$ cat config.mk
export PLATFORM = sky130hd
export DESIGN_NAME = mc_mem_arbiter
export DESIGN_NICKNAME = d
export VERILOG_FILES = /design/src/rtl/mc_arb_pkg.sv /design/src/rtl/mc_rr_pick.sv /design/src/rtl/mc_mem_arbiter.sv
export SDC_FILE = /design/constraint.sdc
export NUM_CORES = 1
export LEC_CHECK = 0
export CAP_MARGIN = 20
export CORE_UTILIZATION = 41
export DETAILED_ROUTE_END_ITERATION = 10
export PLACE_DENSITY = 0.87
export SYNTH_ARGS = -nofsm -noshare
export SYNTH_HDL_FRONTEND = slang
export SYNTH_HIERARCHICAL = 1
export SYNTH_SLANG_ARGS = --single-unit
$ cat constraint.sdc
create_clock -name clk -period 3.7 [get_ports clk]
set_clock_uncertainty 0.05 [all_clocks]
set_input_delay 0.37 -clock clk [delete_from_list [all_inputs] [get_ports clk]]
set_output_delay 0.37 -clock clk [all_outputs]
set_load 0.02 [all_outputs]
$ cat src/rtl/mc_arb_pkg.sv
// Shared types and constants for the MyComputer data-RAM arbiter.
// Supports the MC_ARB_LOCK_EN build option of mc_mem_arbiter.
package mc_arb_pkg;

   typedef enum logic [1:0] {
      S_IDLE = 2'd0,
      S_MEM  = 2'd1,
      S_RESP = 2'd2
   } state_t;

   localparam int unsigned DEF_AW   = 8;
   localparam int unsigned DEF_DW   = 16;
   localparam int unsigned NREQ_MIN = 2;
   localparam int unsigned NREQ_MAX = 4;
   localparam int unsigned PTR_W    = 2;

   // One-hot (up to NREQ_MAX wide) to binary master index.
   function automatic logic [PTR_W-1:0] oh2idx(input logic [NREQ_MAX-1:0] oh);
      oh2idx = '0;
      for (int i = 0; i < int'(NREQ_MAX); i++) begin
         if (oh[i]) oh2idx = PTR_W'(i);
      end
   endfunction

endpackage

$ cat src/rtl/mc_rr_pick.sv
// Rotating-priority encoder: first requester after ptr (mod NREQ) wins.
module mc_rr_pick
   import mc_arb_pkg::*;
#(
   parameter int unsigned NREQ = 3
) (
   input  logic [NREQ-1:0]  req,
   input  logic [PTR_W-1:0] ptr,
   output logic [NREQ-1:0]  win,
   output logic             valid
);

   localparam int unsigned IW = (NREQ > 2) ? 2 : 1;

   logic [IW-1:0] j;

   always_comb begin
      win   = '0;
      valid = 1'b0;
      j     = '0;
      for (int unsigned k = 1; k <= NREQ; k++) begin
         j = IW'((32'(ptr) + k) % NREQ);
         if (!valid && req[j]) begin
            win[j] = 1'b1;
            valid  = 1'b1;
         end
      end
   end

endmodule

$ cat src/rtl/mc_mem_arbiter.sv
// Round-robin arbiter serialising NREQ masters onto one single-port data RAM.
// Define MC_ARB_LOCK_EN to add the lock port (owner may keep the grant).
module mc_mem_arbiter
   import mc_arb_pkg::*;
#(
   parameter int unsigned NREQ = 3,
   parameter int unsigned AW   = DEF_AW,
   parameter int unsigned DW   = DEF_DW
) (
   input  logic               clk,
   input  logic               rst_n,
   input  logic [NREQ-1:0]    req,
   input  logic [NREQ-1:0]    we,
   input  logic [NREQ*AW-1:0] addr,
   input  logic [NREQ*DW-1:0] wdata,
`ifdef MC_ARB_LOCK_EN
   input  logic [NREQ-1:0]    lock,
`endif
   output logic [NREQ-1:0]    ack,
   output logic [DW-1:0]      rdata,
   output logic [NREQ-1:0]    gnt,
   output logic [AW-1:0]      mem_addr,
   output logic               mem_we,
   output logic [DW-1:0]      mem_wdata,
   input  logic [DW-1:0]      mem_rdata
);

   state_t           state, state_d;
   logic [PTR_W-1:0] ptr, ptr_d, own, own_d, win_idx;
   logic [NREQ-1:0]  pick_win, win, gnt_d, ack_d;
   logic             pick_valid, win_valid;
   logic [AW-1:0]    mem_addr_d;
   logic             mem_we_d;
   logic [DW-1:0]    mem_wdata_d;
`ifdef MC_ARB_LOCK_EN
   logic             locked, locked_d;
`endif

   mc_rr_pick #(.NREQ(NREQ)) u_pick (
      .req   (req),
      .ptr   (ptr),
      .win   (pick_win),
      .valid (pick_valid)
   );

   // A locked previous owner that still requests overrides the rotation.
   always_comb begin
      win       = pick_win;
      win_valid = pick_valid;
`ifdef MC_ARB_LOCK_EN
      if (locked && |(req & (NREQ'(1) << own))) begin
         win       = NREQ'(1) << own;
         win_valid = 1'b1;
      end
`endif
      win_idx = oh2idx(NREQ_MAX'(win));
   end

   always_ff @(posedge clk or negedge rst_n) begin
      if (!rst_n) begin
         state     <= S_IDLE;
         ptr       <= PTR_W'(NREQ - 1);
         own       <= '0;
         gnt       <= '0;
         ack       <= '0;
         mem_addr  <= '0;
         mem_we    <= 1'b0;
         mem_wdata <= '0;
`ifdef MC_ARB_LOCK_EN
         locked    <= 1'b0;
`endif
      end else begin
         state     <= state_d;
         ptr       <= ptr_d;
         own       <= own_d;
         gnt       <= gnt_d;
         ack       <= ack_d;
         mem_addr  <= mem_addr_d;
         mem_we    <= mem_we_d;
         mem_wdata <= mem_wdata_d;
`ifdef MC_ARB_LOCK_EN
         locked    <= locked_d;
`endif
      end
   end

   always_comb begin
      state_d = state;
      case (state)
         S_IDLE:  if (win_valid) state_d = S_MEM;
         S_MEM:   state_d = S_RESP;
         S_RESP:  state_d = S_IDLE;
         default: state_d = S_IDLE;
      endcase
   end

   always_comb begin
      gnt_d       = gnt;
      ack_d       = '0;
      mem_addr_d  = mem_addr;
      mem_we_d    = 1'b0;
      mem_wdata_d = mem_wdata;
      ptr_d       = ptr;
      own_d       = own;
`ifdef MC_ARB_LOCK_EN
      locked_d    = locked;
`endif
      case (state)
         S_IDLE: begin
            if (win_valid) begin
               gnt_d       = win;
               own_d       = win_idx;
               mem_addr_d  = addr[int'(win_idx)*AW +: AW];
               mem_we_d    = |(we & win);
               mem_wdata_d = wdata[int'(win_idx)*DW +: DW];
`ifdef MC_ARB_LOCK_EN
               locked_d    = 1'b0;
`endif
            end
         end
         S_MEM: ack_d = gnt;
         S_RESP: begin
            gnt_d = '0;
`ifdef MC_ARB_LOCK_EN
            locked_d = |(lock & gnt);
            if (!(|(lock & gnt))) ptr_d = own;
`else
            ptr_d = own;
`endif
         end
         default: gnt_d = '0;
      endcase
   end

   // RAM data lands in the RESP cycle itself, so it is passed through gated by ack.
   assign rdata = (|ack) ? mem_rdata : '0;

endmodule
== After elaboration in Yosys (flattened, before gate mapping) ==
Index checks and enable logic that the tools add are counted.
Storage, ports and cells
  bits in registers: 37
  input bits: 96
  output and inout bits: 47
  logic and storage cells: 69
Cells by class
  add/subtract/negate cells: 3
  div/mod/pow operators: 3
  magnitude comparators: 6
  equal/unequal tests: 3
  shift operators: 2
  multiplexer cells: 28
  bitwise logic cells: 4
  reductions and logical operators: 12
Operators by type and width (count)
  32-bit by 2-bit modulo with 32-bit output, second input constant: 3
  48-bit by 7-bit variable part select with 16-bit output: 1
  24-bit by 6-bit variable part select with 8-bit output: 1
  16-bit 2-to-1 mux: 1
  3-bit 2-to-1 mux: 5
  1-bit 2-to-1 mux: 12
  2-bit by 3-bit less-than comparator with 1-bit output, second input constant: 3
  2-bit by 2-bit adder with 3-bit output, second input constant: 2
  1-bit binary-select mux with 2-bit select: 3
  1-bit demux with 2-bit select: 3
  2-bit by 1-bit >= comparator with 1-bit output, second input constant: 3
  3-bit bitwise OR: 2
  3-bit case mux with 2 select lines: 1
  3-bit OR reduction: 2
  1-bit logical AND: 5
  2-bit 2-to-1 mux: 2
  2-bit case mux with 2 select lines: 1
  2-bit AND reduction: 2
  2-bit by 1-bit adder with 3-bit output, second input constant: 1
  3-bit AND: 1
  2-bit by 1-bit equality test with 1-bit output, second input constant: 1
  2-bit equality test, second input constant: 1
  1-bit logical NOT: 2
  2-bit logical NOT: 1
  other kinds (2): 2

== Depth between registers and ports, before layout ==
  word-level depth: 15
  depth in mapped cells: 12

== Cells and area by module ==
Netlist, hierarchy kept.
By module, submodules not included
  mc_mem_arbiter: times used 1, cells an instance 185, area each 2113.3 um^2, sequential area each 927.1 um^2
  mc_rr_pick: times used 1, cells an instance 39, area each 267.8 um^2, sequential area each 0.0 um^2

== Worst setup path before layout ==
Ideal clock, no wire load.
  path kind: register to register
  from: reg ptr[1]
  to: reg mem_addr[0]
  arrival: 2152 ps
  path slack: 1379 ps
  cell stages (with the launch flop): 12
  period minus slack after synthesis: 2321 ps
  path through: dfstp_2 ha_1 buf_2 nand3b_1 o21ai_2 a21oi_1 o21a_1 buf_4 buf_6 mux2_2 mux2i_1 o21ai_2
On the way
  longest elaborated chain between the ends: 14
  elaborated cells between the ends (all ways): 43
  classes of those cells: 3 x add/sub; 3 x div; 6 x order compare; 1 x shift; 20 x mux; 2 x bitwise; 8 x reduce/logical
Ends and longest elaborated chain
  start: declaration: RTL line mc_mem_arbiter.sv:29  | logic [PTR_W-1:0] ptr, ptr_d, own, own_d, win_idx;
  start signal: assignment: RTL line mc_mem_arbiter.sv:62  | ptr <= PTR_W'(NREQ - 1);
  start signal: assignment: RTL line mc_mem_arbiter.sv:74  | ptr <= ptr_d;
  2-bit by 1-bit adder with 3-bit output: RTL line mc_rr_pick.sv:22  | j = IW'((32'(ptr) + k) % NREQ);
  32-bit by 2-bit modulo with 32-bit output: RTL line mc_rr_pick.sv:22
  2-bit by 3-bit less-than comparator with 1-bit output (not written as such) (tied with other cells): RTL line mc_rr_pick.sv:24  | win[j] = 1'b1;
  1-bit logical AND (not written as such) or 1-bit 2-to-1 mux (tied branches): RTL line mc_rr_pick.sv:24, mc_rr_pick.sv:23
  1-bit 2-to-1 mux (on tied branches): RTL line mc_rr_pick.sv:24, mc_rr_pick.sv:23
  1-bit demux with 2-bit select or 1-bit logical NOT (tied branches)
  3-bit 2-to-1 mux or 1-bit logical AND (tied branches): RTL line mc_rr_pick.sv:23  | if (!valid && req[j]) begin
  3-bit bitwise OR (no source line) or 1-bit 2-to-1 mux (tied branches)
  3-bit 2-to-1 mux or 1-bit logical NOT (tied branches): RTL line mc_rr_pick.sv:23
  3-bit bitwise OR (no source line) or 1-bit logical AND (tied branches)
  3-bit 2-to-1 mux (*): RTL line mc_rr_pick.sv:23
  named net pick_win[1]: RTL line mc_mem_arbiter.sv:30  | logic [NREQ-1:0] pick_win, win, gnt_d, ack_d;
  1-bit 2-to-1 mux (*): RTL line mc_arb_pkg.sv:21  | if (oh[i]) oh2idx = PTR_W'(i);
  2-bit 2-to-1 mux (*): RTL line mc_arb_pkg.sv:21
  24-bit by 6-bit variable part select with 8-bit output (*): RTL line mc_mem_arbiter.sv:113  | mem_addr_d = addr[int'(win_idx)*AW +: AW];
  end signal: assignment: RTL line mc_mem_arbiter.sv:78  | mem_addr <= mem_addr_d;
  end: declaration: RTL line mc_mem_arbiter.sv:22  | output logic [AW-1:0] mem_addr,
The timed path passes the listed nets; every way through them passes the cells marked *. The select of a mux whose other input is x is not followed.
A chain may end at the register's enable or synchronous reset.

== Worst setup path in the final report ==
  from: reg ptr[0]
  to: reg mem_addr[3]
Same word-level chain as after synthesis.

==> impl_metrics.yaml <==
status:
  status: "complete, no violations"
synthesis:
  ys_types: 33
  syn_area_um2: 2380
  yosysSeqAreaShare_pct: 38.9
  ys_ff_latch: 37
  yosys_warnings: 6
  synthesis.instances: 224
  post-synth-top-count-cell: "dfrtp_1"
  yosys.area.top_type_share_pct: 37.8
  synth_flop_cell: "dfrtp_1"
  synth.top_cells.by_count: "dfrtp_1, nand2_1, mux2i_1"
  postSynthAreaPerCell_um2: 10.6
  syn-num-nets: 324
  synthArstFlopShare_pct: 100
  yosys-top-cells-area: "dfrtp_1, mux2i_1, mux2_2"
  yosys.area.top_type: "dfrtp_1"
  synth_edf_count: 0
global_routing:
  grt_pass1_vias: 2159
  grt_start_max_net_pins: 38
  antenna_found_initial: 0
  globalRouteOverflowTotal: 0
  grt_pass1_wl_mm: 9.53
  grtUsageTotal_pct: 19.6
sta:
  fmax_mhz: 341
  finalCritPeriodShare_pct: 79.3
  totalNegativeSetupSlack_ns: 0
  max_slew_margin_pct: 46.3
  hold_viol_final: 0
  setup_viol: 0
  layout_min_cycle_time_ns: 2.93
  tightest_slew_ns: 0.806
  slew_violations: 0
  rsz0062_at_grt: "false"
clock_tree:
  clk_path_buf_depth: 2
  cts_buffers: 5
  cts_resized: 0
  htree_num_levels: 2
  clk_latency_ns: 0.28
  cts_tree: "yes"
  cts.clk_slew.worst_paths_ns: 0.08
  post_cts_buffers: 0
  hold_buffers: 0
  root_buffer: "clkbuf_8"
  cts.sinks: 37
drt:
  drc: 0
  dr.pass1.iters: 4
  wl_per_cell_um: 13.5
  drt_iter0_drc: 45
  wirelength_mm: 5.88
  via_per_inst: 4.90
  drtAntennaViolNets: 0
  vias: 2135
flow_run:
  max_cap_viol_count: 0
place:
  place_congestion: 0.729
  hpwlAfterDp_mm: 4.70
  numPortBuffers: 142
floorplan:
  die_y_um: 78.2
  pin_count: 143
  dieArea_um2: 6120
  core_area_um2: 5540
  initial_core_util_pct: 43.0
  num_rows: 27
  die_w_um: 78.2
hold_path:
  hold_class: "in2async"
power_and_ir_drop:
  swShare_pct: 42.6
  p_clk_share_pct: 10.1
  pwr-share-seq_pct: 22.8
  combPwrFrac_pct: 67.0
  intPower_w: 0.00175
  power_density_nw_per_um2: 776
  irDropWorstVdd_mv: 0.387
  p_leak_nw: 1.62
  power_w: 0.00304
  power.switching_w: 0.00130
layout:
  area_delta_synth_final_pct: 64.7
  drive_above_1_share_pct: 17.9
  fill_cells: 427
  diodes: 0
  nets: 463
critical_path:
  cp-end-kind: "flip-flop"
  slowest_stage: "ha_1"
  setup.worst_path.start_class: "flip-flop"
  required_ns: 3.81
  cp.arrival_ns: 3.05
  crit_family: "multiplexers"
  path_class: "reg2reg"
  critPathBufInv: 2
  worstPathCellList: "inv_1, ha_1, mux2i_1, nand2_1, a21oi_1, o21a_1, buf_12, mux2_2, mux2i_1, o21ai_2"
  crit_fanout: 18
  crit_path_frequent_cell: "mux2i_1"
  max_stage_delay_ns: 0.50
-- cell families after synthesis --
group / share of synthesized area, %
buf+inv: 5.83
compound gates: 13.5
fa+ha+maj: 2.10
flops: 38.9
mux: 25.5
simple gates: 14.1
-- worst register-to-register path, delay by kind of cell (launching register included) --
kind	cells	cell delay, ns
AOI/OAI and AO/OA	3	0.66
adders and majority gates	1	0.50
buffers and inverters	2	0.31
and+or+nand+nor	1	0.08
DFF	1	0.39
muxes	3	0.83
-- power by group through the flow --
stage	clock network (W)	logic (W)	registers [W]
after global routing	0.000329	0.00222	0.000719
after global placement	0	0.00202	0.000695
final	0.000308	0.00204	0.000695
after floorplan	0	0.00130	0.000871
after CTS	0.000315	0.00207	0.000698
after detailed placement	0	0.00206	0.000705
-- registers in the layout, summed over array words and instances, names as in the netlist --
name,cells
ack,3
gnt,3
mem_addr,8
mem_wdata,16
mem_we,1
own,2
ptr,2
state,2
-- placed cells by master, fill, tap and decap left out, types with 2 or more instances in the layout --
cell and count:
ha_1 4, a21oi_1 2, mux2_2 26, and2b_1 5, clkbuf_8 7, nand3b_1 2
inv_1 5, nor2_1 5, o21ai_2 21, dfrtp_1 36, o21ai_0 3, mux2i_1 30
clkdlybuf4s50_1 141, nand2_1 32, and2_1 3, buf_4 3, nand2b_1 3, o21ai_1 7
nor2b_1 13
-- metal layers --
metal,global-route usage [%],up-vias,part of all wire (%)
li1,-,1059,-
met1,19.5,962,36
met2,37.8,109,52
met3,8.02,5,12
met4,3.89,0,0.53
met5,0,-,0
-- area by class of cell --
type	instances	area, µm²	share of cell area [%]
flip-flops and latches	37	927	23.6
inverters	5	18.8	0.478
clock inverters	1	5.00	0.128
repair buffers	146	1460	37.2
multi-input cells	168	1330	33.8
well taps	72	90.1	2.30
clock buffers	7	96.3	2.46
-- worst paths after layout --
path                                 to    startpoint  cells after the start  slack, ns
setup / recovery            mem_addr[3]        ptr[0]                     10       0.77
hold / removal             mem_wdata[8]         rst_n                      1       0.12
setup reg to reg            mem_addr[3]        ptr[0]                     10       0.77
hold reg to reg            mem_wdata[1]  mem_wdata[1]                      2       0.43
max in group asynchronous        gnt[2]         rst_n                      1       2.96
min in group clk           mem_wdata[1]  mem_wdata[1]                      2       0.43
-- per-stage QoR --
stage | instances | setup WS [ns] | util (%) | hold slack (ns) | cell area (µm²)
final | 436 | 0.766 | 70.8 | 0.117 | 3920
after global routing | 436 | 0.517 | 70.8 | 0.194 | 3920
after CTS | 436 | 0.741 | 70.8 | 0.154 | 3920
after detailed placement | 428 | 0.757 | 69.0 | 0.413 | 3820
after global placement | 428 | 0.831 | 69.0 | 0.410 | 3820
after floorplan | 224 | 1.38 | - | 0.0244 | 2380
Power figures use the tool's default switching activity.
